[src/rtl/multicycle_pkg.sv]
`default_nettype none
// ============================================================================
//  Module      : multicycle_pkg
//  Description : Shared sequencer types: state encoding, opcode class
//                constants and the class-to-step-count function.
//  Revision    : 1.0 - initial release
// ============================================================================
package multicycle_pkg;

    typedef enum logic [1:0] {
        ST_IDLE   = 2'd0,
        ST_EXEC   = 2'd1,
        ST_HALTED = 2'd2
    } state_t;

    localparam logic [3:0] c_CLASS_NOP  = 4'h0;
    localparam logic [3:0] c_CLASS_HALT = 4'hF;

    // Number of micro-steps for an opcode class; HALT reports 1 but never executes.
    function automatic logic [3:0] class_steps(input logic [3:0] op_class);
        logic [3:0] v_count;
        v_count = 4'd1;
        if (op_class == c_CLASS_NOP) begin
            v_count = 4'd1;
        end else if (op_class <= 4'h7) begin
            v_count = 4'd2;
        end else if (op_class <= 4'hB) begin
            v_count = 4'd3;
        end else if (op_class <= 4'hE) begin
            v_count = 4'd2;
        end else begin
            v_count = 4'd1;
        end
        return v_count;
    endfunction

endpackage
`default_nettype wire

[src/rtl/multicycle_sequencer_opclass_steps.sv]
`default_nettype none
// ============================================================================
//  Module      : opclass_steps
//  Description : Combinational lookup from opcode class to micro-step count.
//  Revision    : 1.0 - initial release
// ============================================================================
module opclass_steps
    import multicycle_pkg::*;
#(
    parameter int STEP_W = 3
) (
    input  logic [3:0]      op_class,
    output logic [STEP_W:0] count
);

    logic [3:0] w_count4;

    // Table lookup resized to the step-count width.
    always_comb begin
        w_count4 = class_steps(op_class);
        count    = (STEP_W + 1)'(w_count4);
    end

endmodule
`default_nettype wire

[src/rtl/multicycle_sequencer.sv]
`default_nettype none
// ============================================================================
//  Module      : multicycle_sequencer
//  Description : Walks each accepted opcode through its micro-steps, supports
//                back-to-back issue, a run enable and a HALT/resume state.
//  Revision    : 1.0 - initial release
// ============================================================================
module multicycle_sequencer
    import multicycle_pkg::*;
#(
    parameter int OPCODE_W = 8,
    parameter int STEP_W   = 3
) (
    input  logic                clock,
    input  logic                reset,
    input  logic                run,
    input  logic                instr_valid,
    input  logic [OPCODE_W-1:0] instr_in,
    input  logic                resume,
    output logic                instr_ready,
    output logic [OPCODE_W-1:0] opcode_out,
    output logic [STEP_W-1:0]   step,
    output logic                last_step,
    output logic                instr_done,
    output logic                halted
);

    localparam logic [STEP_W-1:0] c_STEP_ONE = 1;
    localparam logic [STEP_W:0]   c_CNT_ONE  = 1;

    state_t              r_state;
    state_t              w_state_nxt;
    logic [OPCODE_W-1:0] r_opcode;
    logic [OPCODE_W-1:0] w_opcode_nxt;
    logic [STEP_W-1:0]   r_step;
    logic [STEP_W-1:0]   w_step_nxt;
    logic                r_done;
    logic                w_done_nxt;
    logic [STEP_W:0]     w_count;
    logic                w_last;
    logic                w_ready;
    logic                w_accept;
    logic [3:0]          w_in_class;

    assign w_in_class = instr_in[OPCODE_W-1 -: 4];

    // Step count of the instruction currently being executed.
    opclass_steps #(
        .STEP_W   (STEP_W)
    ) u_opclass_steps (
        .op_class (r_opcode[OPCODE_W-1 -: 4]),
        .count    (w_count)
    );

    // Handshake and step-status decode from the current state.
    always_comb begin
        w_last   = (r_state == ST_EXEC) && ({1'b0, r_step} == (w_count - c_CNT_ONE));
        w_ready  = run && ((r_state == ST_IDLE) || w_last);
        w_accept = w_ready && instr_valid;
    end

    // Next-state logic; everything holds while run is low.
    always_comb begin
        w_state_nxt  = r_state;
        w_opcode_nxt = r_opcode;
        w_step_nxt   = r_step;
        w_done_nxt   = 1'b0;
        if (run) begin
            w_done_nxt = w_last;
            if (w_accept) begin
                w_opcode_nxt = instr_in;
                w_step_nxt   = '0;
                w_state_nxt  = (w_in_class == c_CLASS_HALT) ? ST_HALTED : ST_EXEC;
            end else begin
                case (r_state)
                    ST_EXEC: begin
                        if (w_last) begin
                            w_state_nxt = ST_IDLE;
                            w_step_nxt  = '0;
                        end else begin
                            w_step_nxt  = r_step + c_STEP_ONE;
                        end
                    end
                    ST_HALTED: begin
                        if (resume) begin
                            w_state_nxt = ST_IDLE;
                            w_step_nxt  = '0;
                        end
                    end
                    default: begin
                        w_state_nxt = r_state;
                    end
                endcase
            end
        end
    end

    // Single state register; reset abandons any instruction silently.
    always_ff @(posedge clock) begin
        if (reset) begin
            r_state  <= ST_IDLE;
            r_opcode <= '0;
            r_step   <= '0;
            r_done   <= 1'b0;
        end else begin
            r_state  <= w_state_nxt;
            r_opcode <= w_opcode_nxt;
            r_step   <= w_step_nxt;
            r_done   <= w_done_nxt;
        end
    end

    assign instr_ready = w_ready;
    assign opcode_out  = r_opcode;
    assign step        = r_step;
    assign last_step   = w_last;
    assign instr_done  = r_done;
    assign halted      = (r_state == ST_HALTED);

endmodule
`default_nettype wire

[config.mk]
export PLATFORM = sky130hd
export DESIGN_NAME = multicycle_sequencer
export DESIGN_NICKNAME = d
export VERILOG_FILES = /design/src/rtl/multicycle_pkg.sv /design/src/rtl/multicycle_sequencer_opclass_steps.sv /design/src/rtl/multicycle_sequencer.sv
export SDC_FILE = /design/constraint.sdc
export NUM_CORES = 1
export LEC_CHECK = 0
export BUFFER_PORTS_ARGS = -buffer_cell sky130_fd_sc_hd__buf_2
export CAP_MARGIN = 20
export CORE_ASPECT_RATIO = 2
export CORE_MARGIN = 5
export CORE_UTILIZATION = 25
export CTS_CLUSTER_DIAMETER = 150
export DETAILED_ROUTE_END_ITERATION = 7
export GPL_TIMING_DRIVEN = 0
export PLACE_DENSITY_LB_ADDON = 0.1
export SLEW_MARGIN = 15
export SYNTH_ARGS = -nofsm -noshare
export SYNTH_HDL_FRONTEND = slang
export SYNTH_HIERARCHICAL = 1
export SYNTH_SLANG_ARGS = --single-unit
[constraint.sdc]
create_clock -name clock -period 3.17 [get_ports clock]
set_clock_uncertainty 0.1 [all_clocks]
set_input_delay 0.317 -clock clock [delete_from_list [all_inputs] [get_ports clock]]
set_output_delay 0.317 -clock clock [all_outputs]
set_load 0.02 [all_outputs]
Yosys cells after proc, flatten, opt, wreduce, memory -nomap -nowiden
Index checks and enable logic that the tools add are counted.
Storage, ports and cells
  memory bits (writable): 0
  input port bits: 13
  word-level logic and storage cells: 40
  ROM bits: 0
  memories kept: 0
  register bits: 14
  latch bits: 0
  output and inout port bits: 15
Operators by class
  add/subtract/negate cells: 2
  shifts and indexed selects: 0
  reductions and logical operators: 11
  bitwise gates (word level): 1
  multiply operators: 0
  mux-type cells: 13
  order comparisons: 3
  eq/ne operators: 6
  div/mod/pow operators: 0
Operators with widths (count)
  4-bit two-way mux: 3
  2-bit two-way mux: 5
  3-bit two-way mux: 3
  4-bit less-or-equal comparator (second input constant): 2
  3-bit one-hot mux with 2 select lines: 1
  3-bit by 4-bit equality test with 1-bit output: 1
  4-bit equality test (second input constant): 1
  4-bit by 3-bit less-or-equal comparator with 1-bit output (second input constant): 1
  4-bit logical NOT: 1
  2-bit one-hot mux with 2 select lines: 1
  4-bit AND reduction: 1
  4-bit by 1-bit subtractor with 4-bit output (second input constant): 1
  3-bit by 1-bit adder with 3-bit output (second input constant): 1
  1-bit logical AND: 3
  3-bit by 2-bit inequality test with 1-bit output (second input constant): 1
  3-bit inequality test (second input constant): 1
  3-bit AND reduction: 1
  3-bit nonzero test: 1
  2-bit by 1-bit equality test with 1-bit output (second input constant): 1
  2-bit equality test (second input constant): 1
  2-bit logical NOT: 1
  2-bit AND reduction: 1
  2-bit OR reduction: 1
  1-bit logical OR: 1
  1-bit inverter: 1

Logic depth before layout (Yosys ltp)
  depth in word-level cells: 13
  depth in mapped cells: 10
  gate-level depth less buffers: 9

By module
Netlist, hierarchy kept.
By module, submodules not included
  multicycle_sequencer: area an instance 728.2 um^2, cells each 82, instances 1
  opclass_steps: area an instance 56.3 um^2, cells each 8, instances 1

Least setup slack after synthesis
OpenSTA, ideal clock, no wires.
  path type: register -> output
  start: register r_opcode[7], in the netlist opcode_out[7]
  end: output instr_ready
  slack: 0.160 ns
  arrival time: 2.593 ns
  required time: 2.753 ns
  stages on the path, launching flop included: 9
  buffers on the path: 0
  path through: dfxtp_1 or3_1 mux2_2 inv_1 ha_1 xor2_1 or4b_4 a21oi_1 o21a_1
Between the ends
  longest elaborated chain between the ends: 10
RTL lines
  start, declared: RTL line multicycle_sequencer.sv:33  | logic [OPCODE_W-1:0] r_opcode;
  start signal, assigned: RTL line multicycle_sequencer.sv:107  | r_opcode <= w_opcode_nxt;
  4-bit less-or-equal comparator: RTL line multicycle_pkg.sv:29  | end else if (op_class <= 4'hE) begin
  2-bit two-way mux: RTL line multicycle_pkg.sv:29
  4-bit two-way mux: RTL line multicycle_pkg.sv:27  | end else if (op_class <= 4'hB) begin
  4-bit two-way mux: RTL line multicycle_pkg.sv:25  | end else if (op_class <= 4'h7) begin
  4-bit two-way mux *: RTL line multicycle_pkg.sv:23  | if (op_class == c_CLASS_NOP) begin
  via w_count[1]: RTL line multicycle_sequencer.sv:39  | logic [STEP_W:0] w_count;
  4-bit by 1-bit subtractor with 4-bit output *: RTL line multicycle_sequencer.sv:57  | w_last = (r_state == ST_EXEC) && ({1'b0, r_step} == (w_count - c_CNT_ONE));
  3-bit by 4-bit equality test with 1-bit output *: RTL line multicycle_sequencer.sv:57
  1-bit logical AND *: RTL line multicycle_sequencer.sv:57
  via last_step: RTL line multicycle_sequencer.sv:23  | output logic last_step,
  1-bit logical OR *: RTL line multicycle_sequencer.sv:58  | w_ready = run && ((r_state == ST_IDLE) || w_last);
  1-bit logical AND *: RTL line multicycle_sequencer.sv:58
  end, declared: RTL line multicycle_sequencer.sv:20  | output logic instr_ready,
The timed path passes the listed nets; every way through them passes the cells marked *.

Worst setup path after layout
  start: register r_opcode[7], in the netlist opcode_out[7]
  end: output instr_ready
Between the ends
  longest elaborated chain between the ends: 10
RTL lines (RTL line)
  4-bit less-or-equal comparator: multicycle_pkg.sv:29
  2-bit two-way mux: multicycle_pkg.sv:29
  4-bit two-way mux: multicycle_pkg.sv:27
  4-bit two-way mux: multicycle_pkg.sv:25
  4-bit two-way mux *: multicycle_pkg.sv:23
  via w_count[1]: multicycle_sequencer.sv:39
  4-bit by 1-bit subtractor with 4-bit output *: multicycle_sequencer.sv:57
  3-bit by 4-bit equality test with 1-bit output *: multicycle_sequencer.sv:57
  1-bit logical AND *: multicycle_sequencer.sv:57
  1-bit logical OR *: multicycle_sequencer.sv:58
  1-bit logical AND *: multicycle_sequencer.sv:58
Marks and branches as above.

==> results.cfg <==
[worst_setup_path]
worst-path-buf-inv = 2
crit_slowest_cell = or4b_4
cp_top_family = simple AND/OR/NAND/NOR gates
path_cells = or3_1 > mux2_2 > inv_1 > ha_1 > xor2_1 > or4b_4 > a21oi_4 > o21a_1 > buf_2
critPathLaunchType = register
critPathKind = register to output pin
end_kind = output pin
cp.arrival_ps = 2570
cp_data_required_time_ps = 2750
max_stage_delay_ps = 540
crit_path_max_fanout = 5

[floorplanning]
die_w_um = 49.6
floorplan.io_pins = 28
core_area_mm2 = 0.00298
fp-row-count = 28
start_util_pct = 26.3
die_y_um = 89.2
dieArea_mm2 = 0.00443

[global_route]
overflow = 0
grt_pass1_wl_um = 3130
antenna_found_initial = 0
grt.total_usage_pct = 9.26
grt_pass1_vias = 770
grt_max_degree = 11

[timing]
worst_slew_pin_slew_ps = 546
period_share_pct = 94.2
finalCriticalPeriod_ps = 2990
fmax_mhz = 335
slew_headroom_pct = 63.2
drv_slew = 0
fin_setup_tns_ps = 0
finalSetupViolCount = 0
rsz0062_at_grt = no
hold_viol = 0

[power]
pwr-share-clk_pct = 31.7
ir_worst_vdd_v = 0.000255
switchingPower_uw = 135
p_int_uw = 319
p_sw_share_pct = 29.8
seqPwrFrac_pct = 42.8
pwr-share-comb_pct = 25.6
power-per-cell-area_mw_per_mm2 = 447
leakage_uw = 0.000493

[yosys]
synth.distinct_cells = 34
yosysSeqAreaShare_pct = 35.7
async_flop_share_pct = 0
ys_ff_latch = 14
synth.most_common_cell = dfxtp_1
synth_largest_area_cell = dfxtp_1
yosysWarnings = 6
syn_area_um2 = 785
synthTopCellsByCount = dfxtp_1, nor2_1, mux2i_1, nand2_1, a21oi_1
syn_inst = 90
synth_area_leaders = dfxtp_1, mux2i_1, nor2_1
avgSynthCellArea_um2 = 8.72
synthFlopType = dfxtp_1
synth_edf_count = 0
yosys.area.top_type_share_pct = 35.7

[cells_and_area]
final_cell_count_no_fill = 151
seq_area_um2 = 280
multi_input_area_um2 = 478
fillers = 323
syn2layout_area_growth_pct = 29.7
n_antenna_cell = 0
drive_above_1_share_pct = 33.1
fin_nets = 138

[clock_tree]
clk_pin_slew_ps = 60
cts_buffers = 3
cts_tree = built
ctsRootBufferMaster = clkbuf_8
ctsLongestPathBuffers = 2
cts_setup_buffers = 0
ctsResizeCount = 0
hold_buffers = 0
insertion_delay_ps = 240
htreeDepth = 1
clock_sink_count = 14

[drt]
via_count = 735
remaining_drc_errors = 0
antenna_left = 0
totalWireLength_um = 2000
drt_iter0_markers = 10
wl_per_cell_um = 13.2
viasPerCell = 4.87
drt_first_pass_iters = 2

[placement]
hpwlAfterDp_um = 1610
routabilityCongestion = 0.749
io_buffers = 27
placed_cells_incl_taps = 148

[job]
maxCapViolCount = 0

[outcome]
status = finished clean

[min_path]
min_path_type = input pin to register
path summary, 6_finish.rpt:
path	startpoint	depth (start not counted)	end	slack (ps)
worst max register to register	opcode_out[7]$_SDFFE_PP0P_	10	opcode_out[1]$_SDFFE_PP0P_	370
worst max-delay path	opcode_out[7]$_SDFFE_PP0P_	9	instr_ready	180
worst min register to register	opcode_out[0]$_SDFFE_PP0P_	2	opcode_out[0]$_SDFFE_PP0P_	390
worst min-delay path	reset	2	r_state[0]$_SDFFE_PP0P_	210
cell type report:
class	count	area share, %
clock buffer	3	4.06
tap	30	3.69
timing repair buffer	27	13.3
inverter	4	1.48
sequential	14	27.6
buffer	4	2.95
multi-input combinational	69	47.0
placed cells by master, fill, tap and decap left out, types with 2 or more instances in the layout:
cell	n
a21o_1	2
dfxtp_1	14
conb_1	2
ha_1	2
buf_2	27
nor2b_1	2
nand3_1	2
nor2_1	12
xor2_1	3
nand2_1	7
inv_1	4
a21oi_1	5
buf_4	2
clkbuf_8	3
mux2i_1	8
a31oi_1	2
and3b_1	2
o21ai_0	3
power groups by stage:
stage / Clock (µW) / Sequential [µW] / Combinational, µW
floorplan: 0 / 206 / 70.5
global placement: 0 / 198 / 113
detailed placement: 0 / 198 / 114
CTS: 150 / 194 / 115
global route: 158 / 196 / 130
finish: 144 / 194 / 116
per-stage QoR:
stage               setup slack, ps  total power, µW  instance area, µm²  hold WS, ps  utilization (%)
CTS                            21.6              460                1000          204             33.7
global placement                353              311                 961          372             32.3
global route                   37.0              484                1020          218             34.2
finish                          183              454                1020          205             34.2
detailed placement              304              313                 961          383             32.3
floorplan                       160              277                 788          286                -
layer usage:
layer	vias up	routed length [µm]	GRT usage [%]
met2	18	1110	16.8
met5	-	0	0
met4	0	57	8.11
met3	4	74	1.50
met1	337	757	8.64
li1	376	-	-
kinds of logic (layout without fill, tap and decap cells):
group	after synthesis	in the layout	synth area share (%)
xor gates and xnor gates	3	3	3.35
AOI/OAI and AO/OA	21	21	18.7
and+or+nand+nor	32	32	21.2
buffers and inverters	8	38	5.74
adders and majority gates	2	2	3.19
other	1	2	0.478
DFF	14	14	35.7
muxes	9	9	11.6
state kept, by name (all words and copies together), names as in the netlist:
register / count
instr_done: 1
opcode_out: 8
r_state: 2
step: 3
Power figures use the tool's default switching activity.
